--- src/rtl/msp_tx_arbiter_if.sv ---
// ---------------------------------------------------------------------------
// msp_tx_arbiter_if
//   Bundles the requester-side and msp_tx-side signals of msp_tx_arbiter.
//
//   Requester side : req_cmd, req_len, req_payload, req_valid -> arbiter
//                    req_ready <- arbiter (one-cycle accept pulse)
//   msp_tx side    : out_cmd, out_len, out_payload, out_valid <- arbiter
//                    out_ready, tx_busy -> arbiter
//   Status         : grant_id, len_err <- arbiter
//   Optional       : grant_cnt, len_err_cnt exist only when
//                    MSP_TX_ARB_STATS_EN is defined.
//
//   modport slave  : the arbiter itself.
//   modport master : the environment (requesters plus msp_tx).
// ---------------------------------------------------------------------------
interface msp_tx_arbiter_if #(
  parameter int NUM_REQ     = 2,
  parameter int MAX_PAYLOAD = 16
);
  logic [NUM_REQ*8-1:0]             req_cmd;
  logic [NUM_REQ*8-1:0]             req_len;
  logic [NUM_REQ*MAX_PAYLOAD*8-1:0] req_payload;
  logic [NUM_REQ-1:0]               req_valid;
  logic [NUM_REQ-1:0]               req_ready;
  logic [7:0]                       out_cmd;
  logic [7:0]                       out_len;
  logic [MAX_PAYLOAD*8-1:0]         out_payload;
  logic                             out_valid;
  logic                             out_ready;
  logic                             tx_busy;
  logic [2:0]                       grant_id;
  logic                             len_err;
`ifdef MSP_TX_ARB_STATS_EN
  logic [NUM_REQ*16-1:0]            grant_cnt;
  logic [7:0]                       len_err_cnt;
`endif

  modport slave (
    input  req_cmd, req_len, req_payload, req_valid, out_ready, tx_busy,
    output req_ready, out_cmd, out_len, out_payload, out_valid, grant_id, len_err
`ifdef MSP_TX_ARB_STATS_EN
    , output grant_cnt, len_err_cnt
`endif
  );

  modport master (
    output req_cmd, req_len, req_payload, req_valid, out_ready, tx_busy,
    input  req_ready, out_cmd, out_len, out_payload, out_valid, grant_id, len_err
`ifdef MSP_TX_ARB_STATS_EN
    , input grant_cnt, len_err_cnt
`endif
  );
endinterface

--- src/rtl/msp_tx_arbiter.sv ---
// ---------------------------------------------------------------------------
// msp_tx_arbiter
//   Shares one msp_tx transmitter between NUM_REQ response sources.
//   A round-robin pick latches one requester's cmd/len/payload, offers it
//   to msp_tx over valid/ready, then waits for msp_tx to go idle before the
//   next grant, so only one frame is ever in flight.
//
//   Ports:
//     clk    : system clock
//     rst_n  : asynchronous active-low reset
//     bus    : msp_tx_arbiter_if.slave (requester inputs, req_ready pulses,
//              out_* towards msp_tx, out_ready/tx_busy from msp_tx,
//              grant_id, len_err)
//
//   Optional feature: define MSP_TX_ARB_STATS_EN to add saturating
//   per-requester grant counters (grant_cnt) and a clamp counter
//   (len_err_cnt).
// ---------------------------------------------------------------------------
module msp_tx_arbiter #(
  parameter int NUM_REQ     = 2,
  parameter int MAX_PAYLOAD = 16
) (
  input  logic            clk,
  input  logic            rst_n,
  msp_tx_arbiter_if.slave bus
);
  localparam int         PW      = MAX_PAYLOAD * 8;
  localparam logic [7:0] LEN_MAX = 8'(MAX_PAYLOAD);
  localparam logic [2:0] PTR_RST = 3'(NUM_REQ - 1);

  typedef enum logic [1:0] {
    S_IDLE  = 2'd0,
    S_OFFER = 2'd1,
    S_WAIT  = 2'd2
  } state_t;

  state_t             r_state;
  logic [2:0]         r_rr_ptr;
  logic [2:0]         r_grant_id;
  logic [NUM_REQ-1:0] r_req_ready;
  logic [7:0]         r_out_cmd;
  logic [7:0]         r_out_len;
  logic [PW-1:0]      r_out_payload;
  logic               r_out_valid;
  logic               r_len_err;

  logic               w_any;
  logic [2:0]         w_sel;
  logic [7:0]         w_cmd;
  logic [7:0]         w_len;
  logic [PW-1:0]      w_payload;
  logic               w_clamp;
  logic               w_grant;

  // Round-robin pick: scan downwards so the last hit is the nearest set
  // bit after r_rr_ptr (distance 1 wins, distance NUM_REQ = r_rr_ptr itself).
  always_comb begin
    w_any = 1'b0;
    w_sel = '0;
    for (int k = NUM_REQ; k >= 1; k--) begin
      if (bus.req_valid[(int'(r_rr_ptr) + k) % NUM_REQ]) begin
        w_any = 1'b1;
        w_sel = 3'((int'(r_rr_ptr) + k) % NUM_REQ);
      end
    end
  end

  // Select the chosen requester's fields.
  always_comb begin
    w_cmd     = '0;
    w_len     = '0;
    w_payload = '0;
    for (int i = 0; i < NUM_REQ; i++) begin
      if (w_sel == 3'(i)) begin
        w_cmd     = bus.req_cmd[i*8 +: 8];
        w_len     = bus.req_len[i*8 +: 8];
        w_payload = bus.req_payload[i*PW +: PW];
      end
    end
  end

  assign w_clamp = (w_len > LEN_MAX);
  assign w_grant = (r_state == S_IDLE) && !bus.tx_busy && w_any;

  always_ff @(posedge clk or negedge rst_n) begin
    if (!rst_n) begin
      r_state       <= S_IDLE;
      r_rr_ptr      <= PTR_RST;
      r_grant_id    <= '0;
      r_req_ready   <= '0;
      r_out_cmd     <= '0;
      r_out_len     <= '0;
      r_out_payload <= '0;
      r_out_valid   <= 1'b0;
      r_len_err     <= 1'b0;
    end else begin
      // Accept and clamp indications are single-cycle pulses.
      r_req_ready <= '0;
      r_len_err   <= 1'b0;
      case (r_state)
        S_IDLE: begin
          if (w_grant) begin
            r_out_cmd     <= w_cmd;
            r_out_len     <= w_clamp ? LEN_MAX : w_len;
            r_out_payload <= w_payload;
            r_len_err     <= w_clamp;
            r_out_valid   <= 1'b1;
            r_grant_id    <= w_sel;
            r_rr_ptr      <= w_sel;
            for (int i = 0; i < NUM_REQ; i++) begin
              if (w_sel == 3'(i)) r_req_ready[i] <= 1'b1;
            end
            r_state <= S_OFFER;
          end
        end
        S_OFFER: begin
          if (bus.out_ready) begin
            r_out_valid <= 1'b0;
            r_state     <= S_WAIT;
          end
        end
        S_WAIT: begin
          // msp_tx raises busy the cycle after the handshake, so the first
          // idle sample here means the frame has really left.
          if (!bus.tx_busy) r_state <= S_IDLE;
        end
        default: r_state <= S_IDLE;
      endcase
    end
  end

  assign bus.req_ready   = r_req_ready;
  assign bus.out_cmd     = r_out_cmd;
  assign bus.out_len     = r_out_len;
  assign bus.out_payload = r_out_payload;
  assign bus.out_valid   = r_out_valid;
  assign bus.grant_id    = r_grant_id;
  assign bus.len_err     = r_len_err;

`ifdef MSP_TX_ARB_STATS_EN
  logic [NUM_REQ*16-1:0] r_grant_cnt;
  logic [7:0]            r_len_err_cnt;

  always_ff @(posedge clk or negedge rst_n) begin
    if (!rst_n) begin
      r_grant_cnt   <= '0;
      r_len_err_cnt <= '0;
    end else if (w_grant) begin
      for (int i = 0; i < NUM_REQ; i++) begin
        if (w_sel == 3'(i) && r_grant_cnt[i*16 +: 16] != 16'hFFFF)
          r_grant_cnt[i*16 +: 16] <= r_grant_cnt[i*16 +: 16] + 16'd1;
      end
      if (w_clamp && r_len_err_cnt != 8'hFF)
        r_len_err_cnt <= r_len_err_cnt + 8'd1;
    end
  end

  assign bus.grant_cnt   = r_grant_cnt;
  assign bus.len_err_cnt = r_len_err_cnt;
`endif
endmodule

--- src/flat_wrapper.sv ---
// flat-port wrapper written by rule: the top's interface ports become plain ports
module msp_tx_arbiter_flat 
#(
  parameter int NUM_REQ     = 2,
  parameter int MAX_PAYLOAD = 16
)
  (clk, rst_n, bus_req_cmd, bus_req_len, bus_req_payload, bus_req_valid, bus_out_ready, bus_tx_busy, bus_req_ready, bus_out_cmd, bus_out_len, bus_out_payload, bus_out_valid, bus_grant_id, bus_len_err);
  msp_tx_arbiter_if #(.NUM_REQ(NUM_REQ), .MAX_PAYLOAD(MAX_PAYLOAD)) bus_i ();
  input  logic clk;
  input  logic rst_n;
  input wire logic [$bits(bus_i.req_cmd)-1:0] bus_req_cmd;
  input wire logic [$bits(bus_i.req_len)-1:0] bus_req_len;
  input wire logic [$bits(bus_i.req_payload)-1:0] bus_req_payload;
  input wire logic [$bits(bus_i.req_valid)-1:0] bus_req_valid;
  input wire logic [$bits(bus_i.out_ready)-1:0] bus_out_ready;
  input wire logic [$bits(bus_i.tx_busy)-1:0] bus_tx_busy;
  output wire logic [$bits(bus_i.req_ready)-1:0] bus_req_ready;
  output wire logic [$bits(bus_i.out_cmd)-1:0] bus_out_cmd;
  output wire logic [$bits(bus_i.out_len)-1:0] bus_out_len;
  output wire logic [$bits(bus_i.out_payload)-1:0] bus_out_payload;
  output wire logic [$bits(bus_i.out_valid)-1:0] bus_out_valid;
  output wire logic [$bits(bus_i.grant_id)-1:0] bus_grant_id;
  output wire logic [$bits(bus_i.len_err)-1:0] bus_len_err;
  assign bus_i.req_cmd = bus_req_cmd;
  assign bus_i.req_len = bus_req_len;
  assign bus_i.req_payload = bus_req_payload;
  assign bus_i.req_valid = bus_req_valid;
  assign bus_i.out_ready = bus_out_ready;
  assign bus_i.tx_busy = bus_tx_busy;
  assign bus_req_ready = bus_i.req_ready;
  assign bus_out_cmd = bus_i.out_cmd;
  assign bus_out_len = bus_i.out_len;
  assign bus_out_payload = bus_i.out_payload;
  assign bus_out_valid = bus_i.out_valid;
  assign bus_grant_id = bus_i.grant_id;
  assign bus_len_err = bus_i.len_err;
  msp_tx_arbiter #(.NUM_REQ(NUM_REQ), .MAX_PAYLOAD(MAX_PAYLOAD)) u_core (.clk(clk), .rst_n(rst_n), .bus(bus_i));
endmodule
--- config.mk ---
export PLATFORM = sky130hd
export DESIGN_NAME = msp_tx_arbiter_flat
export DESIGN_NICKNAME = d
export VERILOG_FILES = /design/src/rtl/msp_tx_arbiter_if.sv /design/src/rtl/msp_tx_arbiter.sv /design/src/flat_wrapper.sv
export SDC_FILE = /design/constraint.sdc
export NUM_CORES = 1
export LEC_CHECK = 0
export BUFFER_PORTS_ARGS = -buffer_cell sky130_fd_sc_hd__buf_2
export CAP_MARGIN = 20
export CORE_AREA = 2 2 172 174
export DETAILED_ROUTE_END_ITERATION = 10
export DIE_AREA = 0 0 174 176
export PLACE_DENSITY = 0.5
export SYNTH_ARGS = -nofsm -noshare
export SYNTH_HDL_FRONTEND = slang
export SYNTH_SLANG_ARGS = --single-unit
--- constraint.sdc ---
create_clock -name clk -period 1.8 [get_ports clk]
set_input_delay 0.36 -clock clk [delete_from_list [all_inputs] [get_ports clk]]
set_output_delay 0.36 -clock clk [all_outputs]
set_load 0.03 [all_outputs]
==> qor.json, run 1 <==
{
  "run_status": {"value": "complete, no violations"},
  "worst_path_max_delay_cell": {"value": "dfstp_2"},
  "route.detailed.vias_per_inst": {"value": 4.12},
  "vias": {"value": 6250},
  "final_worst_path_period_need": {"value": 1740, "unit": "ps"},
  "overall_track_demand_over_capacity_in_global_routing": {"value": 14.3, "unit": "%"},
  "floorplan.rows": {"value": 62},
  "area.growth.synth_to_final": {"value": 51.5, "unit": "%"},
  "worst-setup-path-type": {"value": "reg -> reg"},
  "grt_start_max_net_pins": {"value": 47},
  "clk_root_buffer_cell": {"value": "clkbuf_16"},
  "die_area": {"value": 30600, "unit": "um2"},
  "yosysUniqueCellTypes": {"value": 28},
  "setup_skew": {"value": 17.7, "unit": "ps"},
  "holdCritPathClass": {"value": "in -> reg"},
  "number_of_buffer_cells_added_on_primary_ports": {"value": 442},
  "critical-path-max-stage-delay": {"value": 570, "unit": "ps"},
  "htreeDepth": {"value": 4},
  "setup_repair_after_global_routing_missed_its_margin": {"value": "no"},
  "detail_route.drc_violations": {"value": 0},
  "synth.largest_area_cell": {"value": "dfrtp_1"},
  "timing_hold_violations_final": {"value": 0},
  "globalRouteOverflowTotal": {"value": 0},
  "fp.dieW": {"value": 174, "unit": "um"},
  "layout_commonest_cell": {"value": "buf_2"},
  "max-clock-path-buffers": {"value": 2},
  "syn-mean-instance-area": {"value": 10.5, "unit": "um2"},
  "cp_cell_sequence": {"value": "a21boi_2 -> or4_4 -> a2111o_1 -> o21ai_1"},
  "initial_utilization": {"value": 24.2, "unit": "%"},
  "seq_area_frac_synth": {"value": 55.1, "unit": "%"},
  "die_h": {"value": 176, "unit": "um"},
  "vias_in_the_first_global_route": {"value": 6283},
  "fmax": {"value": 576, "unit": "MHz"},
  "final_nets": {"value": 1415},
  "timing.critical_path.arrival": {"value": 2070, "unit": "ps"},
  "fraction_of_final_layout_cells_with_drive_strength_greater_than_1": {"value": 46.5, "unit": "%"},
  "power.switching": {"value": 7.96, "unit": "mW"},
  "stdcell_area": {"value": 10500, "unit": "um2"},
  "maxCapViolCount": {"value": 0},
  "pwr-share-seq": {"value": 32.8, "unit": "%"},
  "final_max_slew_viol_count": {"value": 0},
  "power_frac_comb": {"value": 47.7, "unit": "%"},
  "power_density": {"value": 1670, "unit": "nW/um2"},
  "p_int": {"value": 9.45, "unit": "mW"},
  "warning_count_from_the_yosys_run": {"value": 0},
  "setup_ws": {"value": 63.7, "unit": "ps"},
  "synth.top_cells.by_area": {"value": "dfrtp_1 (55%), mux2i_1 (20%), nand2_1 (7.9%)"},
  "clk_pin_slew": {"value": 70, "unit": "ps"},
  "netSwitchingFraction": {"value": 45.7, "unit": "%"},
  "first_pass_iters": {"value": 7},
  "crit_required": {"value": 2130, "unit": "ps"},
  "timing.critical_path.to_type": {"value": "flop"},
  "cpLargestDelayFamily": {"value": "compound AO/OA/AOI/OAI gates"},
  "fin_crit_sh": {"value": 96.5, "unit": "%"},
  "ys_ff_latch": {"value": 152},
  "synth_top_cell_area_share": {"value": 54.8, "unit": "%"},
  "clock_insertion_delay_worst_skew": {"value": 410, "unit": "ps"},
  "timing.setup.tns": {"value": 0, "unit": "ps"},
  "post_cts_buffers": {"value": 0},
  "critical_path.n_buffers_inverters": {"value": 0},
  "numClockSinks": {"value": 152},
  "grt_antenna_before_repair": {"value": 1},
  "preCtsSetupSlack": {"value": 42.3, "unit": "ps"},
  "placed_cell_area": {"value": 9870, "unit": "um2"},
  "setup.worst_path.start_class": {"value": "flop"},
  "detailed_placer_s_ending_hpwl": {"value": 17900, "unit": "um"},
  "cts-buffers-inserted": {"value": 17},
  "core_area": {"value": 28500, "unit": "um2"},
  "gp_routability_congestion": {"value": 0.797},
  "clock_power_share": {"value": 19.5, "unit": "%"},
  "vdd.ir_drop.worst": {"value": 0.639, "unit": "mV"},
  "detail-route-antenna-nets": {"value": 0},
  "io-pin-count": {"value": 445},
  "syn-instance-count": {"value": 659},
  "cts_tree": {"value": "built"},
  "diodes": {"value": 0},
  "global_route_wire_length_before_repair": {"value": 34300, "unit": "um"},
  "leakagePower": {"value": 5.81, "unit": "nW"},
  "drt-total-wl": {"value": 22200, "unit": "um"},
  "mappedNetlistArea": {"value": 6900, "unit": "um2"},
  "cp_max_fo": {"value": 3},
  "layout_common_cells": {"value": "buf_2 (441), dfrtp_1 (151), nand2_1 (146)"},
  "timing.final.setup_violations": {"value": 0},
  "drtIter0Drc": {"value": 276},
  "post_drt_wl_per_cell": {"value": 14.6, "unit": "um"}
}
==> final cells by class <==
class                      instances  area, um2
timing repair buffer             492       2740
clock buffer                      19        443
fill                            3035      18100
tap                              384        480
sequential                       152       3800
multi-input combinational        458       2880
clock inverter                    13        113
==> stage by stage <==
stage / cells / total power [mW] / util, % / hold slack (ps)
3_3_place_gp: 1485 / 14.1 / 34.6 / 314
6_report: 1518 / 17.4 / 36.6 / 164
4_1_cts: 1518 / 17.7 / 36.6 / 135
3_5_place_dp: 1485 / 14.2 / 34.6 / 309
5_1_grt: 1518 / 18.6 / 36.6 / 158
2_1_floorplan: 660 / 11.1 / - / 64.4
==> sequential cells by signal, summed over array words and instances, names as in the netlist <==
signal                  cells
u_core.bus.out_cmd          8
u_core.bus.len_err          1
u_core.bus.out_len          8
u_core.r_rr_ptr             1
u_core.bus.out_valid        1
u_core.bus.grant_id         1
u_core.bus.out_payload    128
u_core.r_state              2
u_core.bus.req_ready        2
==> routing by layer <==
layer | track usage (%) | up-vias | wire (um)
li1 | - | 3195 | -
met1 | 17.3 | 2772 | 9220
met2 | 25.2 | 273 | 11100
met3 | 4.44 | 8 | 1720
met4 | 3.15 | 2 | 115
met5 | 0 | - | 9
==> path summary, 6_finish.rpt <==
kind / startpoint / endpoint / slack (ps) / cells after the start
worst max-delay path: u_core.r_rr_ptr[0] / u_core.bus.out_len[2] / 60 / 4
worst min-delay path: bus_out_ready / u_core.r_state[0] / 160 / 2
worst max register to register: u_core.r_rr_ptr[0] / u_core.bus.out_len[2] / 60 / 4
worst min register to register: u_core.bus.out_valid / u_core.bus.out_valid / 470 / 2
max in group asynchronous: rst_n / u_core.bus.out_payload[16] / 820 / 3
min in group asynchronous: rst_n / u_core.bus.out_cmd[4] / 430 / 2
==> power by group through the flow <==
| stage | Clock, mW | Sequential, mW | Combinational, mW |
|---|---|---|---|
| 6_report | 3.39 | 5.71 | 8.31 |
| 3_3_place_gp | 0 | 5.73 | 8.39 |
| 2_1_floorplan | 0 | 8.80 | 2.29 |
| 4_1_cts | 3.58 | 5.72 | 8.42 |
| 3_5_place_dp | 0 | 5.77 | 8.43 |
| 5_1_grt | 3.72 | 5.94 | 8.96 |
==> cells in the mapped netlist <==
library cell and count:
nor3b_1 1, conb_1 1, buf_2 7, buf_1 2, a21boi_2 1, o21ai_1 107
o41ai_1 1, nor2_1 4, buf_4 12, and2_1 3, a32oi_1 1, nand3b_1 2
a2111o_1 1, a21oi_1 1, a21bo_1 1, nand2b_1 1, nor4_1 2, clkbuf_1 29
o21ai_0 37, dfstp_2 1, dfrtp_1 151, nand3_1 1, or4_4 1, a22o_1 1
nor3_1 2, a21o_1 2, nand2_1 146, mux2i_1 140
==> cells by family after synthesis <==
group	count (synthesis)	synth area share, %
compound gates	153	11.6
buf+inv	50	3.50
flops	152	55.1
mux	140	20.3
other cells	1	0.0543
simple gates	163	9.41
==> repair_timing <==
| action | 4_1_cts | 5_1_grt |
|---|---|---|
| gates resized for setup | 0 | 3 |
| endpoints found under the setup margin | 0 | 7 |
| hold buffers | 1 | 0 |
| endpoints found under the hold margin | 30 | 0 |
Note: power is estimated with default switching activity, not from simulation.
==> run 2, diff against run 1 <==
Settings changed: PLACE_DENSITY 0.5 to not set, PLACE_DENSITY_LB_ADDON set to 0.25.
==> qor.json, run 2 (synthesized netlist as in run 1, its figures left out) <==
{
  "numClockSinks": {"value": 152, "change": "unchanged"},
  "layout_commonest_cell": {"value": "buf_2"},
  "leakagePower": {"value": 5.80, "unit": "nW", "change": "-0.24%"},
  "power_density": {"value": 1670, "unit": "nW/um2", "change": "+0.15%"},
  "htreeDepth": {"value": 4, "change": "unchanged"},
  "timing.critical_path.arrival": {"value": 2040, "unit": "ps", "change": "-30 ps"},
  "vias": {"value": 6307, "change": "+0.91%"},
  "drt-total-wl": {"value": 22200, "unit": "um", "change": "-0.14%"},
  "holdCritStartpoint": {"value": "bus_out_ready"},
  "setup_repair_after_global_routing_missed_its_margin": {"value": "no"},
  "post_cts_resize_count": {"value": 0, "change": "unchanged"},
  "fin_crit_sh": {"value": 94.6, "unit": "%", "change": "-1.9 points"},
  "run_status": {"value": "complete, no violations"},
  "rrSetupSlack": {"value": 100, "unit": "ps", "change": "+30 ps"},
  "largest_register_ffs": {"value": 128, "change": "unchanged"},
  "crit_required": {"value": 2140, "unit": "ps", "change": "about the same"},
  "detail-route-antenna-nets": {"value": 0, "change": "unchanged"},
  "fraction_of_final_layout_cells_with_drive_strength_greater_than_1": {"value": 46.3, "unit": "%", "change": "-0.18 points"},
  "die_h": {"value": 176, "unit": "um", "change": "unchanged"},
  "detail_route.drc_violations": {"value": 0, "change": "unchanged"},
  "reg2reg_depth": {"value": 4, "change": "unchanged"},
  "clock_power_share": {"value": 19.7, "unit": "%", "change": "+0.2 points"},
  "number_of_buffer_cells_added_on_primary_ports": {"value": 442, "change": "unchanged"},
  "fin_cells": {"value": 1516, "change": "-0.13%"},
  "fp.dieW": {"value": 174, "unit": "um", "change": "unchanged"},
  "clk_root_buffer_cell": {"value": "clkbuf_16"},
  "cts_tree": {"value": "built"},
  "r2r_start": {"value": "u_core.r_rr_ptr[0]"},
  "drtIter0Drc": {"value": 248, "change": "-10%"},
  "diodes": {"value": 0, "change": "unchanged"},
  "power.switching": {"value": 7.90, "unit": "mW", "change": "-0.81%"},
  "vias_in_the_first_global_route": {"value": 6276, "change": "-0.11%"},
  "p_int": {"value": 9.52, "unit": "mW", "change": "+0.73%"},
  "global_route_wire_length_before_repair": {"value": 34300, "unit": "um", "change": "about the same"},
  "worst-setup-path-type": {"value": "reg -> reg"},
  "timing.final.setup_violations": {"value": 0, "change": "unchanged"},
  "cp_max_fo": {"value": 3, "change": "unchanged"},
  "grt_start_max_net_pins": {"value": 60, "change": "+28%"},
  "grt_antenna_before_repair": {"value": 1, "change": "unchanged"},
  "final_max_slew_viol_count": {"value": 0, "change": "unchanged"},
  "netSwitchingFraction": {"value": 45.3, "unit": "%", "change": "-0.38 points"},
  "holdCritPathClass": {"value": "in -> reg"},
  "holdPathStages": {"value": 2, "change": "unchanged"},
  "post_drt_wl_per_cell": {"value": 14.6, "unit": "um", "change": "about the same"},
  "globalRouteMet2Util": {"value": 26.2, "unit": "%", "change": "+0.98 points"},
  "layout_common_cells": {"value": "buf_2 (441), dfrtp_1 (151), nand2_1 (146)"},
  "first_pass_iters": {"value": 4, "change": "-3"},
  "post_cts_buffers": {"value": 0, "change": "unchanged"},
  "pwr-share-seq": {"value": 32.8, "unit": "%", "change": "about the same"},
  "io-pin-count": {"value": 445, "change": "unchanged"},
  "cts-buffers-inserted": {"value": 17, "change": "unchanged"},
  "worst_hold_path.endpoint": {"value": "u_core.r_state[0]"},
  "gp_routability_congestion": {"value": 0.758, "change": "-4.9%"},
  "maxCapViolCount": {"value": 0, "change": "unchanged"},
  "timing_hold_violations_final": {"value": 0, "change": "unchanged"},
  "floorplan.rows": {"value": 62, "change": "unchanged"},
  "vdd.ir_drop.worst": {"value": 0.683, "unit": "mV", "change": "+6.9%"},
  "area.growth.synth_to_final": {"value": 51.3, "unit": "%"},
  "die_area": {"value": 30600, "unit": "um2", "change": "unchanged"},
  "timing.critical_path.to_type": {"value": "flop"},
  "core_area": {"value": 28500, "unit": "um2", "change": "unchanged"},
  "dp.cells": {"value": 1484, "change": "-0.067%"},
  "globalRouteOverflowTotal": {"value": 0, "change": "unchanged"},
  "fmax": {"value": 587, "unit": "MHz", "change": "+2.0%"},
  "timing.setup.tns": {"value": 0, "unit": "ps", "change": "unchanged"},
  "clk_pin_slew": {"value": 70, "unit": "ps", "change": "about the same"},
  "power_frac_comb": {"value": 47.5, "unit": "%", "change": "-0.2 points"},
  "grt_use_met3": {"value": 4.03, "unit": "%", "change": "-0.41 points"},
  "final_worst_path_period_need": {"value": 1700, "unit": "ps", "change": "-34.1 ps"},
  "setup_ws": {"value": 97.8, "unit": "ps", "change": "+34.1 ps"},
  "initial_utilization": {"value": 24.2, "unit": "%", "change": "unchanged"},
  "route.detailed.vias_per_inst": {"value": 4.16, "change": "+1.0%"},
  "preCtsSetupSlack": {"value": 11.8, "unit": "ps", "change": "-30.5 ps"},
  "regToRegEndpoint": {"value": "u_core.bus.out_len[2]"},
  "clock_insertion_delay_worst_skew": {"value": 420, "unit": "ps", "change": "about the same"},
  "gr-usage-met1": {"value": 16.5, "unit": "%", "change": "-0.79 points"},
  "overall_track_demand_over_capacity_in_global_routing": {"value": 14.3, "unit": "%", "change": "about the same"},
  "final_nets": {"value": 1414, "change": "-0.071%"},
  "most_used_routing_layer_in_global_routing": {"value": "met2"},
  "max-clock-path-buffers": {"value": 2, "change": "unchanged"},
  "detailed_placer_s_ending_hpwl": {"value": 17800, "unit": "um", "change": "-0.88%"},
  "setup.worst_path.start_class": {"value": "flop"},
  "setup_skew": {"value": 13.8, "unit": "ps", "change": "-3.84 ps"}
}
## run 2: cell count changes in the layout (fill, tap and decap cells not counted)
cell / change
bufinv_16: +1
buf_16: -1
clkinv_2: -1
inv_8: -3
clkinvlp_4: +1
clkbuf_1: +1
inv_6: +1
buf_6: -2
clkbuf_8: -1
buf_12: +2
## run 2: metrics by stage
| stage | utilization (%) | hold slack [ps] | power, mW | instance area (um2) |
|---|---|---|---|---|
| 6_report | 36.6 | 160 | 17.4 | 10400 |
| 5_1_grt | 36.6 | 144 | 18.6 | 10400 |
| 4_1_cts | 36.6 | 133 | 17.7 | 10400 |
| 3_5_place_dp | 34.6 | 300 | 14.2 | 9880 |
| 3_3_place_gp | 34.6 | 298 | 14.1 | 9880 |
| 2_1_floorplan | - | 64.4 | 11.1 | 6900 |
## run 2: worst max-delay path by stage
stage,start,endpoint,cells after the start
final,u_core.r_rr_ptr[0],u_core.bus.out_len[2],4
after global placement,bus_req_valid[1],u_core.bus.out_len[0],5
after global routing,u_core.r_rr_ptr[0],u_core.bus.out_len[0],4
after CTS,u_core.r_rr_ptr[0],u_core.bus.out_len[0],4
after detailed placement,bus_req_valid[1],u_core.bus.out_len[0],5
after floorplan,u_core.r_rr_ptr[0],u_core.bus.out_len[0],4
## run 2: layer usage
layer | wire length, um | share of wire, %
met1 | 8740 | 39
met2 | 11500 | 52
met3 | 1590 | 7.2
met4 | 297 | 1.3
met5 | 13 | 0.059
## run 2: area by class of cell
| class | instances | area, um2 |
|---|---|---|
| fillers | 2995 | 18100 |
| flip-flops and latches | 152 | 3800 |
| multi-input cells | 458 | 2880 |
| repair buffers | 491 | 2730 |
| well taps | 384 | 480 |
| clock buffers | 19 | 433 |
| clock inverters | 12 | 120 |
## run 2: what timing repair did
item,CTS,global route
hold buffers,1,0
endpoints found under the hold margin,32,0
setup endpoints to repair,0,3
## run 2: power by group through the flow
stage | Combinational, mW | Clock, mW | Sequential (mW)
after detailed placement | 8.42 | 0 | 5.77
after CTS | 8.40 | 3.59 | 5.73
after global routing | 8.90 | 3.75 | 5.94
after floorplan | 2.29 | 0 | 8.80
after global placement | 8.35 | 0 | 5.74
final | 8.27 | 3.44 | 5.71
## run 2: critical path, stage by stage, from the launching register on
cell and delay (ps):
dfstp_2 560, a21boi_2 70, or4_4 440, a2111o_1 420, o21ai_1 130
==> run 3, diff against run 2 <==
Clock period 1.8 ns to 1.35 ns, I/O delays scaled along.
==> qor.json, run 3 (synthesized netlist as in run 1, its figures left out) <==
{
  "fmax": {"value": 596, "unit": "MHz", "change": "+1.5%"},
  "die_area": {"value": 30600, "unit": "um2", "change": "unchanged"},
  "stdcell_area": {"value": 11700, "unit": "um2", "change": "+12%"},
  "fraction_of_final_layout_cells_with_drive_strength_greater_than_1": {"value": 53.1, "unit": "%", "change": "+6.8 points"},
  "io-pin-count": {"value": 445, "change": "unchanged"},
  "grt_start_max_net_pins": {"value": 48, "change": "-20%"},
  "die_h": {"value": 176, "unit": "um", "change": "unchanged"},
  "route.detailed.vias_per_inst": {"value": 4.29, "change": "+3.1%"},
  "final_max_slew_viol_count": {"value": 0, "change": "unchanged"},
  "timing.critical_path.to_type": {"value": "flop"},
  "r2r_start": {"value": "u_core.r_rr_ptr[0]"},
  "crit_required": {"value": 1700, "unit": "ps", "change": "-440 ps"},
  "numClockSinks": {"value": 152, "change": "unchanged"},
  "vias": {"value": 6695, "change": "+6.2%"},
  "final_nets": {"value": 1458, "change": "+3.1%"},
  "cpLargestDelayFamily": {"value": "compound AO/OA/AOI/OAI gates"},
  "globalRouteOverflowTotal": {"value": 0, "change": "unchanged"},
  "leakagePower": {"value": 6.22, "unit": "nW", "change": "+7.3%"},
  "setup_repair_after_global_routing_missed_its_margin": {"value": "yes"},
  "power_density": {"value": 2180, "unit": "nW/um2", "change": "+31%"},
  "worst_path_max_delay_cell": {"value": "dfstp_2"},
  "preCtsSetupSlack": {"value": -315, "unit": "ps", "change": "-326 ps"},
  "timing_hold_violations_final": {"value": 0, "change": "unchanged"},
  "worst-setup-path-type": {"value": "reg -> reg"},
  "first_pass_iters": {"value": 5, "change": "+1"},
  "timing.critical_path.arrival": {"value": 2030, "unit": "ps", "change": "about the same"},
  "floorplan.rows": {"value": 62, "change": "unchanged"},
  "holdCritStartpoint": {"value": "bus_out_ready"},
  "critical-path-max-stage-delay": {"value": 580, "unit": "ps", "change": "+20 ps"},
  "largest_register_ffs": {"value": 128, "change": "unchanged"},
  "clk_root_buffer_cell": {"value": "clkbuf_16"},
  "gp_routability_congestion": {"value": 0.767, "change": "+1.2%"},
  "setup_ws": {"value": -328, "unit": "ps", "change": "-425 ps"},
  "fillers": {"value": 2859, "change": "-4.5%"},
  "grt_antenna_before_repair": {"value": 0, "change": "-1"},
  "worst_hold_path.endpoint": {"value": "u_core.r_state[0]"},
  "global_route_wire_length_before_repair": {"value": 37800, "unit": "um", "change": "+10%"},
  "diodes": {"value": 0, "change": "unchanged"},
  "post_drt_wl_per_cell": {"value": 16.8, "unit": "um", "change": "+15%"},
  "drt-total-wl": {"value": 26200, "unit": "um", "change": "+18%"},
  "holdCritPathClass": {"value": "in -> reg"},
  "vdd.ir_drop.worst": {"value": 0.835, "unit": "mV", "change": "+22%"},
  "layout_common_cells": {"value": "buf_2 (434), dfrtp_1 (151), nand2_1 (144)"},
  "fin_crit_sh": {"value": 124, "unit": "%", "change": "+30 points"},
  "timing.final.setup_violations": {"value": 145, "change": "+145"},
  "clk_pin_slew": {"value": 70, "unit": "ps", "change": "about the same"},
  "failed_checks": {"value": "negative setup slack"},
  "placed_cell_area": {"value": 9950, "unit": "um2", "change": "+0.76%"},
  "detailed_placer_s_ending_hpwl": {"value": 18000, "unit": "um", "change": "+1.3%"},
  "max-clock-path-buffers": {"value": 2, "change": "unchanged"},
  "fp.dieW": {"value": 174, "unit": "um", "change": "unchanged"},
  "cts-buffers-inserted": {"value": 17, "change": "unchanged"},
  "overall_track_demand_over_capacity_in_global_routing": {"value": 15.9, "unit": "%", "change": "+1.5 points"},
  "cp_cell_sequence": {"value": "a21boi_4 -> or4_4 -> a2111o_1 -> o21ai_1"},
  "final_worst_path_period_need": {"value": 1680, "unit": "ps", "change": "-24.6 ps"},
  "regToRegEndpoint": {"value": "u_core.bus.out_len[0]"},
  "critical_path.n_buffers_inverters": {"value": 0, "change": "unchanged"},
  "layout_commonest_cell": {"value": "buf_2"},
  "number_of_buffer_cells_added_on_primary_ports": {"value": 442, "change": "unchanged"},
  "initial_utilization": {"value": 24.2, "unit": "%", "change": "unchanged"},
  "area.growth.synth_to_final": {"value": 69.4, "unit": "%"},
  "clock_insertion_delay_worst_skew": {"value": 420, "unit": "ps", "change": "about the same"},
  "reg2reg_depth": {"value": 4, "change": "unchanged"},
  "maxCapViolCount": {"value": 0, "change": "unchanged"},
  "cp_max_fo": {"value": 3, "change": "unchanged"},
  "setup_skew": {"value": 16.0, "unit": "ps", "change": "+2.14 ps"},
  "fin_cells": {"value": 1561, "change": "+3.0%"},
  "vias_in_the_first_global_route": {"value": 6834, "change": "+8.9%"},
  "htreeDepth": {"value": 4, "change": "unchanged"},
  "holdPathStages": {"value": 2, "change": "unchanged"},
  "dp.cells": {"value": 1492, "change": "+0.54%"},
  "drtIter0Drc": {"value": 247, "change": "-0.40%"},
  "cts_tree": {"value": "built"},
  "detail-route-antenna-nets": {"value": 0, "change": "unchanged"},
  "core_area": {"value": 28500, "unit": "um2", "change": "unchanged"},
  "detail_route.drc_violations": {"value": 0, "change": "unchanged"},
  "run_status": {"value": "finished, violations left"},
  "setup.worst_path.start_class": {"value": "flop"},
  "rrSetupSlack": {"value": -330, "unit": "ps", "change": "-430 ps"}
}
run 3: cell types whose count changed in the layout (fill, tap and decap cells not counted), sizes merged:
cell	change
buf	+32
clkbuf	+11
inv	+7
clkinvlp	-4
clkinv	-2
bufinv	+1
run 3: stage by stage:
stage,util (%),power [mW],TNS [ps],hold WS (ps)
floorplan,-,15.0,-13630,-25.6
detailed placement,34.9,18.9,-32430,206
finish,41.0,25.5,-34520,62.8
global route,41.0,27.1,-43780,43.4
global placement,34.9,18.7,-29550,206
CTS,38.7,25.0,-24340,65.1
run 3: layout make-up:
cell class	instances	area, um2	area share [%]
Timing Repair Buffer	535	3630	31.0
Tap cell	384	480	4.11
Multi-Input combinational cell	458	3170	27.1
Sequential cell	152	3800	32.5
Clock inverter	14	174	1.49
Clock buffer	18	439	3.76
run 3: layer usage:
metal  GRT usage [%]  up-vias  wire (um)
met5               0        -          0
met4            4.24        0        346
met3            5.23       20       2000
met2            27.9      274      13100
met1            18.6     3101      10700
li1                -     3300          -
run 3: power breakdown:
part,internal (mW),total (mW),switching (mW),leakage [nW]
logic,4.68,12.8,8.14,4.03
registers,6.61,7.64,1.03,1.89
clock network,2.87,5.07,2.20,0.301
total,14.2,25.5,11.4,6.22
run 3: worst max-delay path by stage:
stage,start,to,slack (ps),cells after the start
after floorplan,u_core.r_rr_ptr[0],u_core.bus.out_len[0],-280,4
final,u_core.r_rr_ptr[0],u_core.bus.out_len[0],-330,4
after global routing,u_core.r_rr_ptr[0],u_core.bus.out_len[1],-400,4
after global placement,u_core.r_rr_ptr[0],u_core.bus.out_len[1],-290,4
after CTS,u_core.r_rr_ptr[0],u_core.bus.out_len[1],-320,4
after detailed placement,u_core.r_rr_ptr[0],u_core.bus.out_len[0],-310,4
run 3: what timing repair did:
action	in CTS	in global routing
cloned	7	11
setup endpoints to repair	148	157
resized for setup	56	104
endpoints found under the hold margin	23	0
buffers inserted	11	8
pin swaps	2	10
hold buffers	1	0
